File: src/rtl/sram_arbiter.sv
// Round-robin arbiter for two masters sharing one 16-bit SRAM bus.
// Each access runs as SETUP, STROBE (STROBE_CYCLES long), then HOLD.
module sram_arbiter #(
    parameter int unsigned STROBE_CYCLES = 2
) (
    input  logic        CLK,
    input  logic        RST,
    input  logic        p0_req,
    input  logic        p1_req,
    input  logic        p0_write,
    input  logic        p1_write,
    input  logic [15:0] p0_addr,
    input  logic [15:0] p1_addr,
    input  logic [15:0] p0_wdata,
    input  logic [15:0] p1_wdata,
    output logic        p0_ack,
    output logic        p1_ack,
    output logic [15:0] p0_rdata,
    output logic [15:0] p1_rdata,
    output logic [15:0] mem_addr,
    output logic [15:0] mem_wdata,
    output logic        mem_write,
    input  logic [15:0] mem_rdata,
    output logic        busy,
    output logic [1:0]  grant
);

    typedef enum logic [1:0] {IDLE, SETUP, STROBE, HOLD} state_t;

    state_t      state_q;
    logic        last_q;
    logic [3:0]  cnt_q;
    logic        wr_q;
    logic [1:0]  grant_q;
    logic [15:0] addr_q;
    logic [15:0] wdata_q;
    logic        mem_write_q;
    logic        p0_ack_q;
    logic        p1_ack_q;
    logic [15:0] p0_rdata_q;
    logic [15:0] p1_rdata_q;

    logic        req_any_d;
    logic        pick_d;

    // On a tie the port not served last wins; otherwise the sole requester.
    always_comb begin
        req_any_d = p0_req | p1_req;
        if (p0_req && p1_req) begin
            pick_d = ~last_q;
        end else begin
            pick_d = p1_req;
        end
    end

    always_ff @(posedge CLK) begin
        if (RST) begin
            state_q     <= IDLE;
            last_q      <= 1'b1;
            cnt_q       <= '0;
            wr_q        <= 1'b0;
            grant_q     <= '0;
            addr_q      <= '0;
            wdata_q     <= '0;
            mem_write_q <= 1'b0;
            p0_ack_q    <= 1'b0;
            p1_ack_q    <= 1'b0;
            p0_rdata_q  <= '0;
            p1_rdata_q  <= '0;
        end else begin
            p0_ack_q <= 1'b0;
            p1_ack_q <= 1'b0;
            case (state_q)
                IDLE: begin
                    if (req_any_d) begin
                        state_q <= SETUP;
                        last_q  <= pick_d;
                        grant_q <= pick_d ? 2'b10 : 2'b01;
                        addr_q  <= pick_d ? p1_addr  : p0_addr;
                        wdata_q <= pick_d ? p1_wdata : p0_wdata;
                        wr_q    <= pick_d ? p1_write : p0_write;
                    end
                end
                SETUP: begin
                    state_q     <= STROBE;
                    cnt_q       <= STROBE_CYCLES[3:0];
                    mem_write_q <= wr_q;
                end
                STROBE: begin
                    if (cnt_q == 4'd1) begin
                        // Last strobe edge: close the strobe, capture read data, raise ack.
                        state_q     <= HOLD;
                        mem_write_q <= 1'b0;
                        if (!wr_q) begin
                            if (grant_q[1]) begin
                                p1_rdata_q <= mem_rdata;
                            end else begin
                                p0_rdata_q <= mem_rdata;
                            end
                        end
                        p0_ack_q <= grant_q[0];
                        p1_ack_q <= grant_q[1];
                    end else begin
                        cnt_q <= cnt_q - 4'd1;
                    end
                end
                HOLD: begin
                    state_q <= IDLE;
                    grant_q <= '0;
                end
                default: begin
                    state_q <= IDLE;
                end
            endcase
        end
    end

    assign p0_ack    = p0_ack_q;
    assign p1_ack    = p1_ack_q;
    assign p0_rdata  = p0_rdata_q;
    assign p1_rdata  = p1_rdata_q;
    assign mem_addr  = addr_q;
    assign mem_wdata = wdata_q;
    assign mem_write = mem_write_q;
    assign busy      = (state_q != IDLE);
    assign grant     = grant_q;

endmodule

File: config.mk
export PLATFORM = sky130hd
export DESIGN_NAME = sram_arbiter
export DESIGN_NICKNAME = d
export VERILOG_FILES = /design/src/rtl/sram_arbiter.sv
export SDC_FILE = /design/constraint.sdc
export NUM_CORES = 1
export LEC_CHECK = 0
export CORE_MARGIN = 10
export CORE_UTILIZATION = 31
export DETAILED_ROUTE_END_ITERATION = 10
export PLACE_DENSITY = 0.76
export SYNTH_ARGS = -nofsm -noshare
export SYNTH_HDL_FRONTEND = slang
export SYNTH_SLANG_ARGS = --single-unit
File: constraint.sdc
create_clock -name CLK -period 1.9 [get_ports CLK]
set_input_delay 0.38 -clock CLK [delete_from_list [all_inputs] [get_ports CLK]]
set_output_delay 0.38 -clock CLK [all_outputs]
set_load 0.05 [all_outputs]
==> reports/qor.yml, run 1 <==
hold_path:
  hold_class: "reg2reg"
  holdPathEnd: "p1_rdata[4]"
  hold_path_depth: 2
  hp-start: "p1_rdata[4]"
sta:
  skew_ns: 0.0120
  post-route-period-util_pct: 96.3
  hold_violations: 0
  final_max_slew_viol_count: 0
  fmaxAchievable_mhz: 546
  setup_viol: 0
  slew_headroom_pct: 63.8
  rsz0062_at_grt: "false"
  worst_slew_pin_slew_ns: 0.542
  layout_setup_ws_ns: 0.0701
  fin_crit_ns: 1.83
  fin_tns_setup_ns: 0
floorplanning:
  ioPinCount: 156
  core_area_um2: 10200
  fp.dieH_um: 122
  fp-row-count: 37
  die_area_um2: 14900
  die_x_um: 122
  start_util_pct: 31.5
worst_setup_path:
  crit_type: "reg2out"
  crit_buf_inv: 1
  crit_chain: "clkdlybuf4s50_1"
  slowest_delay_ns: 0.80
  crit_fanout: 1
  reg2reg_slack_ns: 0.24
  slowest_stage: "clkdlybuf4s50_1"
  rr_startpoint: "state_q[0]"
  cp_top_family: "buffers and inverters"
  r2r_end: "p0_rdata[10]"
  crit_arrival_ns: 1.45
  cp-end-kind: "output port"
  critical_path_required_ns: 1.52
  reg2regPathDepth: 6
  start_kind: "flop"
clocking:
  cts_hold_buf: 0
  cts_tree: "done"
  cts_made_buffers: 9
  clkSlewWorstSetupHoldPaths_ns: 0.09
  cts_htree_levels: 3
  insertion_delay_ns: 0.34
  cts-root-buf: "clkbuf_8"
  cts_sinks: 77
  cts_setup_buffers: 0
  cts.path.max_buffers: 2
route:
  wl_um: 9950
  drc_errors: 0
  drt-initial-drc-count: 111
  drtPass1Iterations: 4
  ant_nets: 0
  wl_per_cell_um: 15.7
  post_drt_via_cell_ratio: 4.67
  dr_total_vias: 2966
power:
  power_density_nw_per_um2: 1160
  power_w: 0.00600
  p_leak_nw: 2.47
  peakVddDrop_mv: 0.687
synthesis:
  ys_types: 33
  synth-xor-area-share_pct: 0
  synth_top_area_cell: "dfxtp_1"
  synthAdderAreaFrac_pct: 2.33
  synth.most_common_cell: "dfxtp_1"
  synth_compound_area_share_pct: 14.6
  synth-simple-area-share_pct: 9.74
  ys_seq_area_share_pct: 47.8
  synthTopCellsByCount: "dfxtp_1, mux2i_1, nand2_1"
  synth_warnings: 0
  syn_area_um2: 3220
  synthFlopType: "dfxtp_1"
  synth_top_cell_area_share_pct: 47.8
  synth_edf_count: 0
  syn_area_per_cell_um2: 9.45
  synthCells: 341
  synth_mux_area_share_pct: 20.5
  synth.top_cells.by_area: "dfxtp_1, mux2i_1, a21oi_1"
  synth_top_family_by_area: "multiplexers"
  ys_seq_elements: 77
  syn-num-nets: 433
  async_flop_share_pct: 0
cells_and_area:
  syn_to_final_growth_pct: 60.4
  antenna_cells: 0
  nNetsFinal: 586
  fillCellCount: 932
  fin_util_pct: 50.5
  multi_input_area_um2: 1540
  drive_gt1_share_pct: 13.2
  seqCellArea_um2: 1540
run_status:
  outcome: "finished clean"
run:
  cap_violations: 0
grt:
  antenna_found_initial: 0
  grt_pass1_wl_um: 15600
  grtUsageTotal_pct: 12.8
  grt_pass1_vias: 3070
  grt_max_degree: 34
  gr-total-overflow: 0
placement:
  hpwl_um: 7850
  place.port_buffers: 155
  dp_slack_ns: 0.0438
  gp_congestion: 0.808
## how the worst max path moves through the flow
stage	from	to	slack, ns	depth (start not counted)
2_1_floorplan	state_q[0]	p0_rdata[10]	0.26	7
3_3_place_gp	p1_req	state_q[0]	0.1	5
3_5_place_dp	p0_req	mem_wdata[5]	0.04	5
4_1_cts	mem_addr[3]	mem_addr[3]	0.003	1
5_1_grt	state_q[0]	busy	0.02	4
6_report	p0_ack	p0_ack	0.07	1
## stage by stage
| stage | hold WS (ns) | cell area [µm²] | cells |
|---|---|---|---|
| finish | 0.461 | 5170 | 635 |
| global route | 0.470 | 5170 | 635 |
| CTS | 0.465 | 5120 | 635 |
| detailed placement | 0.452 | 4940 | 619 |
| global placement | 0.444 | 4940 | 619 |
| floorplan | 0.467 | 3220 | 341 |
## power breakdown
part	switching [W]	internal (W)
Clock	0.000663	0.000628
Sequential	0.000189	0.00191
Combinational	0.00166	0.000947
Total	0.00251	0.00349
## flip-flops by register name, indices dropped and copies added, names as in the netlist
name	flops
mem_write	1
grant	2
p1_rdata	16
mem_wdata	16
wr_q	1
last_q	1
cnt_q	4
state_q	2
p0_ack	1
p1_ack	1
p0_rdata	16
mem_addr	16
## layout by cell type, fill, tap and decap left out, types with 2 or more instances in the layout
cell             Yosys  layout
a21oi_1             40      40
buf_12               0       7
dfxtp_1             77      77
nor2_1               3       3
inv_6                0       2
dlymetal6s2s_1       0      18
or4_1                2       2
and2_1               2       2
buf_4                4      38
o21ai_0             38      38
nand2_1             51      51
dlygate4sd2_1        0      20
nand3_1              3       3
clkinvlp_4           0       2
clkbuf_8             0       9
ha_1                 6       6
nor3_1               2       2
nand3b_1             2       2
clkdlybuf4s50_1      0      86
mux2i_1             66      66
inv_1                7       6
## timing repair
| item | CTS | global route |
|---|---|---|
| gates resized for setup | 20 | 18 |
| hold endpoints to repair | 0 | 0 |
| setup endpoints to repair | 20 | 18 |
## area by class of cell
cell class / instances / area share [%]
flip-flops and latches: 77 / 29.8
clock inverters: 7 / 1.60
inverters: 7 / 0.508
well taps: 136 / 3.29
clock buffers: 9 / 2.40
multi-input cells: 230 / 29.8
repair buffers: 169 / 32.6
## metal layers
layer  vias up  share of wire (%)  track usage [%]
li1       1500                  -                -
met1      1355                 40             14.2
met2       100                 50             21.6
met3        11                8.5             5.32
met4         0                1.6             4.47
met5         -                  0                0
## kinds of logic after synthesis
logic type,Yosys count
adder cells (fa/ha/maj),6
AO/OA/AOI/OAI,87
AND/OR/NAND/NOR,71
multiplexers,66
buffers and inverters,34
flip-flops,77
Note: power is estimated with default switching activity, not from simulation.
==> run 2, diff against run 1 <==
--- a/config.mk
+++ b/config.mk
@@ -9,6 +9,7 @@
 export CORE_UTILIZATION = 31
 export DETAILED_ROUTE_END_ITERATION = 10
 export PLACE_DENSITY = 0.76
+export RECOVER_POWER = 25
 export SYNTH_ARGS = -nofsm -noshare
 export SYNTH_HDL_FRONTEND = slang
 export SYNTH_SLANG_ARGS = --single-unit
==> constraint.sdc (replaced) <==
create_clock -name CLK -period 1.9 [get_ports CLK]
set_input_delay 0.38 -clock CLK [delete_from_list [all_inputs] [get_ports CLK]]
set_output_delay 0.38 -clock CLK [all_outputs]
set_load 0.01 [all_outputs]
==> reports/qor.yml, run 2 (same netlist as run 1, synthesis figures left out) <==
placement:
  gp_congestion: 0.798  # -1.3%
  place.port_buffers: 155  # unchanged
  hpwl_um: 7750  # -1.3%
  dp_cells: 617  # -0.32%
sta:
  slew_headroom_pct: 74.0  # +10 points
  post-route-period-util_pct: 93.0  # -3.3 points
  final_max_slew_viol_count: 0  # unchanged
  hold_violations: 0  # unchanged
  fin_tns_setup_ns: 0  # unchanged
  setup_viol: 0  # unchanged
  fin_crit_ns: 1.77  # -0.0632 ns
  rsz0062_at_grt: "false"
  skew_ns: 0.0162  # +0.00421 ns
  fmaxAchievable_mhz: 566  # +3.6%
  worst_slew_pin_slew_ns: 0.381  # -0.161 ns
floorplanning:
  start_util_pct: 31.5  # unchanged
  ioPinCount: 156  # unchanged
  fp-row-count: 37  # unchanged
  core_area_um2: 10200  # unchanged
  die_area_um2: 14900  # unchanged
  die_x_um: 122  # unchanged
  fp.dieH_um: 122  # unchanged
route:
  post_drt_via_cell_ratio: 4.65  # -0.36%
  wl_um: 9980  # +0.28%
  ant_nets: 0  # unchanged
  dr_total_vias: 2946  # -0.67%
  wl_per_cell_um: 15.8  # +0.60%
  drtPass1Iterations: 6  # +2
  drc_errors: 0  # unchanged
  drt-initial-drc-count: 77  # -31%
grt:
  grtUsageTotal_pct: 12.8  # +0.046 points
  gr-total-overflow: 0  # unchanged
  grt_pass1_wl_um: 15600  # -0.35%
  antenna_found_initial: 0  # unchanged
  grt_pass1_vias: 3014  # -1.8%
  grt_max_degree: 67  # +97%
power:
  power_density_nw_per_um2: 1030  # -11%
  peakVddDrop_mv: 0.478  # -30%
  p_leak_nw: 2.06  # -17%
clocking:
  cts_tree: "done"
  insertion_delay_ns: 0.35  # about the same
  cts.path.max_buffers: 2  # unchanged
  cts_setup_buffers: 0  # unchanged
  cts_hold_buf: 0  # unchanged
  cts_htree_levels: 3  # unchanged
  cts_made_buffers: 9  # unchanged
  cts-root-buf: "clkbuf_8"
  cts_sinks: 77  # unchanged
  clkSlewWorstSetupHoldPaths_ns: 0.09  # about the same
cells_and_area:
  antenna_cells: 0  # unchanged
  syn_to_final_growth_pct: 61.4
  layout_common_cells: "clkdlybuf4s50_1, dfxtp_1, mux2i_1"
  drive_gt1_share_pct: 6.44  # -6.8 points
  final_cells: 633  # -0.31%
  layout_commonest_cell: "clkdlybuf4s50_1"
  nNetsFinal: 584  # -0.34%
worst_setup_path:
  reg2regPathDepth: 6  # unchanged
  slowest_delay_ns: 0.39  # -0.41 ns
  crit_fanout: 4  # +3
  slowest_stage: "dfxtp_1"
  start_kind: "flop"
  crit_chain: "inv_1, ha_1, inv_1, dlygate4sd2_1"
  crit_arrival_ns: 1.39  # -0.06 ns
  crit_type: "reg2out"
  cp-end-kind: "output port"
  crit_path_frequent_cell: "inv_1"
  critical_path_required_ns: 1.52  # about the same
run:
  cap_violations: 0  # unchanged
hold_path:
  hold_class: "reg2reg"
  hold_path_depth: 2  # unchanged
run_status:
  outcome: "finished clean"
## run 2: changes by cell type in the layout (fill, tap and decap cells not counted), moves of 2 or more
cell and delta:
buf_12 -2, dlygate4sd3_1 +12, dlygate4sd2_1 -19, clkbuf_1 +2
clkdlybuf4s50_1 +56, buf_4 -33, dlymetal6s2s_1 -18
## run 2: path summary, 6_finish.rpt
path / start / to / slack (ns)
worst max-delay path: state_q[0] / busy / 0.13
worst min-delay path: p1_rdata[11] / p1_rdata[11] / 0.46
worst max register to register: state_q[0] / p0_rdata[14] / 0.14
worst min register to register: p1_rdata[11] / p1_rdata[11] / 0.46
## run 2: through the flow
stage | area [µm²] | hold WS [ns] | total power [W] | util (%) | setup slack [ns]
final | 5200 | 0.457 | 0.00535 | 50.8 | 0.133
after global routing | 5200 | 0.473 | 0.00570 | 50.8 | 0.0130
after CTS | 5210 | 0.464 | 0.00545 | 50.9 | 0.0596
after detailed placement | 4980 | 0.451 | 0.00401 | 48.7 | 0.0544
after global placement | 4980 | 0.442 | 0.00394 | 48.7 | 0.0878
after floorplan | 3220 | 0.467 | 0.00301 | - | 0.263
## run 2: power breakdown
part           switching [W]  leakage (nW)  internal, W
Clock               0.000670         0.112     0.000761
Sequential          0.000187         0.630      0.00191
Combinational       0.000885          1.32     0.000935
## run 2: worst max-delay path: cells and delay by family (launching register included)
kind / cells / cell delay, ns
flops: 1 / 0.39
fa+ha+maj: 1 / 0.22
buf+inv: 3 / 0.44
## run 2: timing repair
item                                    4_1_cts  5_1_grt
pin swaps                                     0        0
endpoints found under the setup margin        1       20
resized for setup                             1        1
endpoints found under the hold margin         0        0
## run 2: area by class of cell
| cell class | instances | area (µm²) |
|---|---|---|
| fillers | 956 | 5030 |
| repair buffers | 167 | 1700 |
| flip-flops and latches | 77 | 1540 |
| multi-input cells | 230 | 1540 |
| well taps | 136 | 170 |
| clock buffers | 9 | 124 |
| clock inverters | 7 | 105 |
| inverters | 7 | 26.3 |
## run 2: per-layer routing
layer  wire length [µm]  track usage, %  vias to the layer above
met5                  0               0                        -
met3                885            5.69                        5
li1                   -               -                     1495
met1               3990            13.8                     1361
met2               5020            22.3                       85
met4                 78            3.58                        0
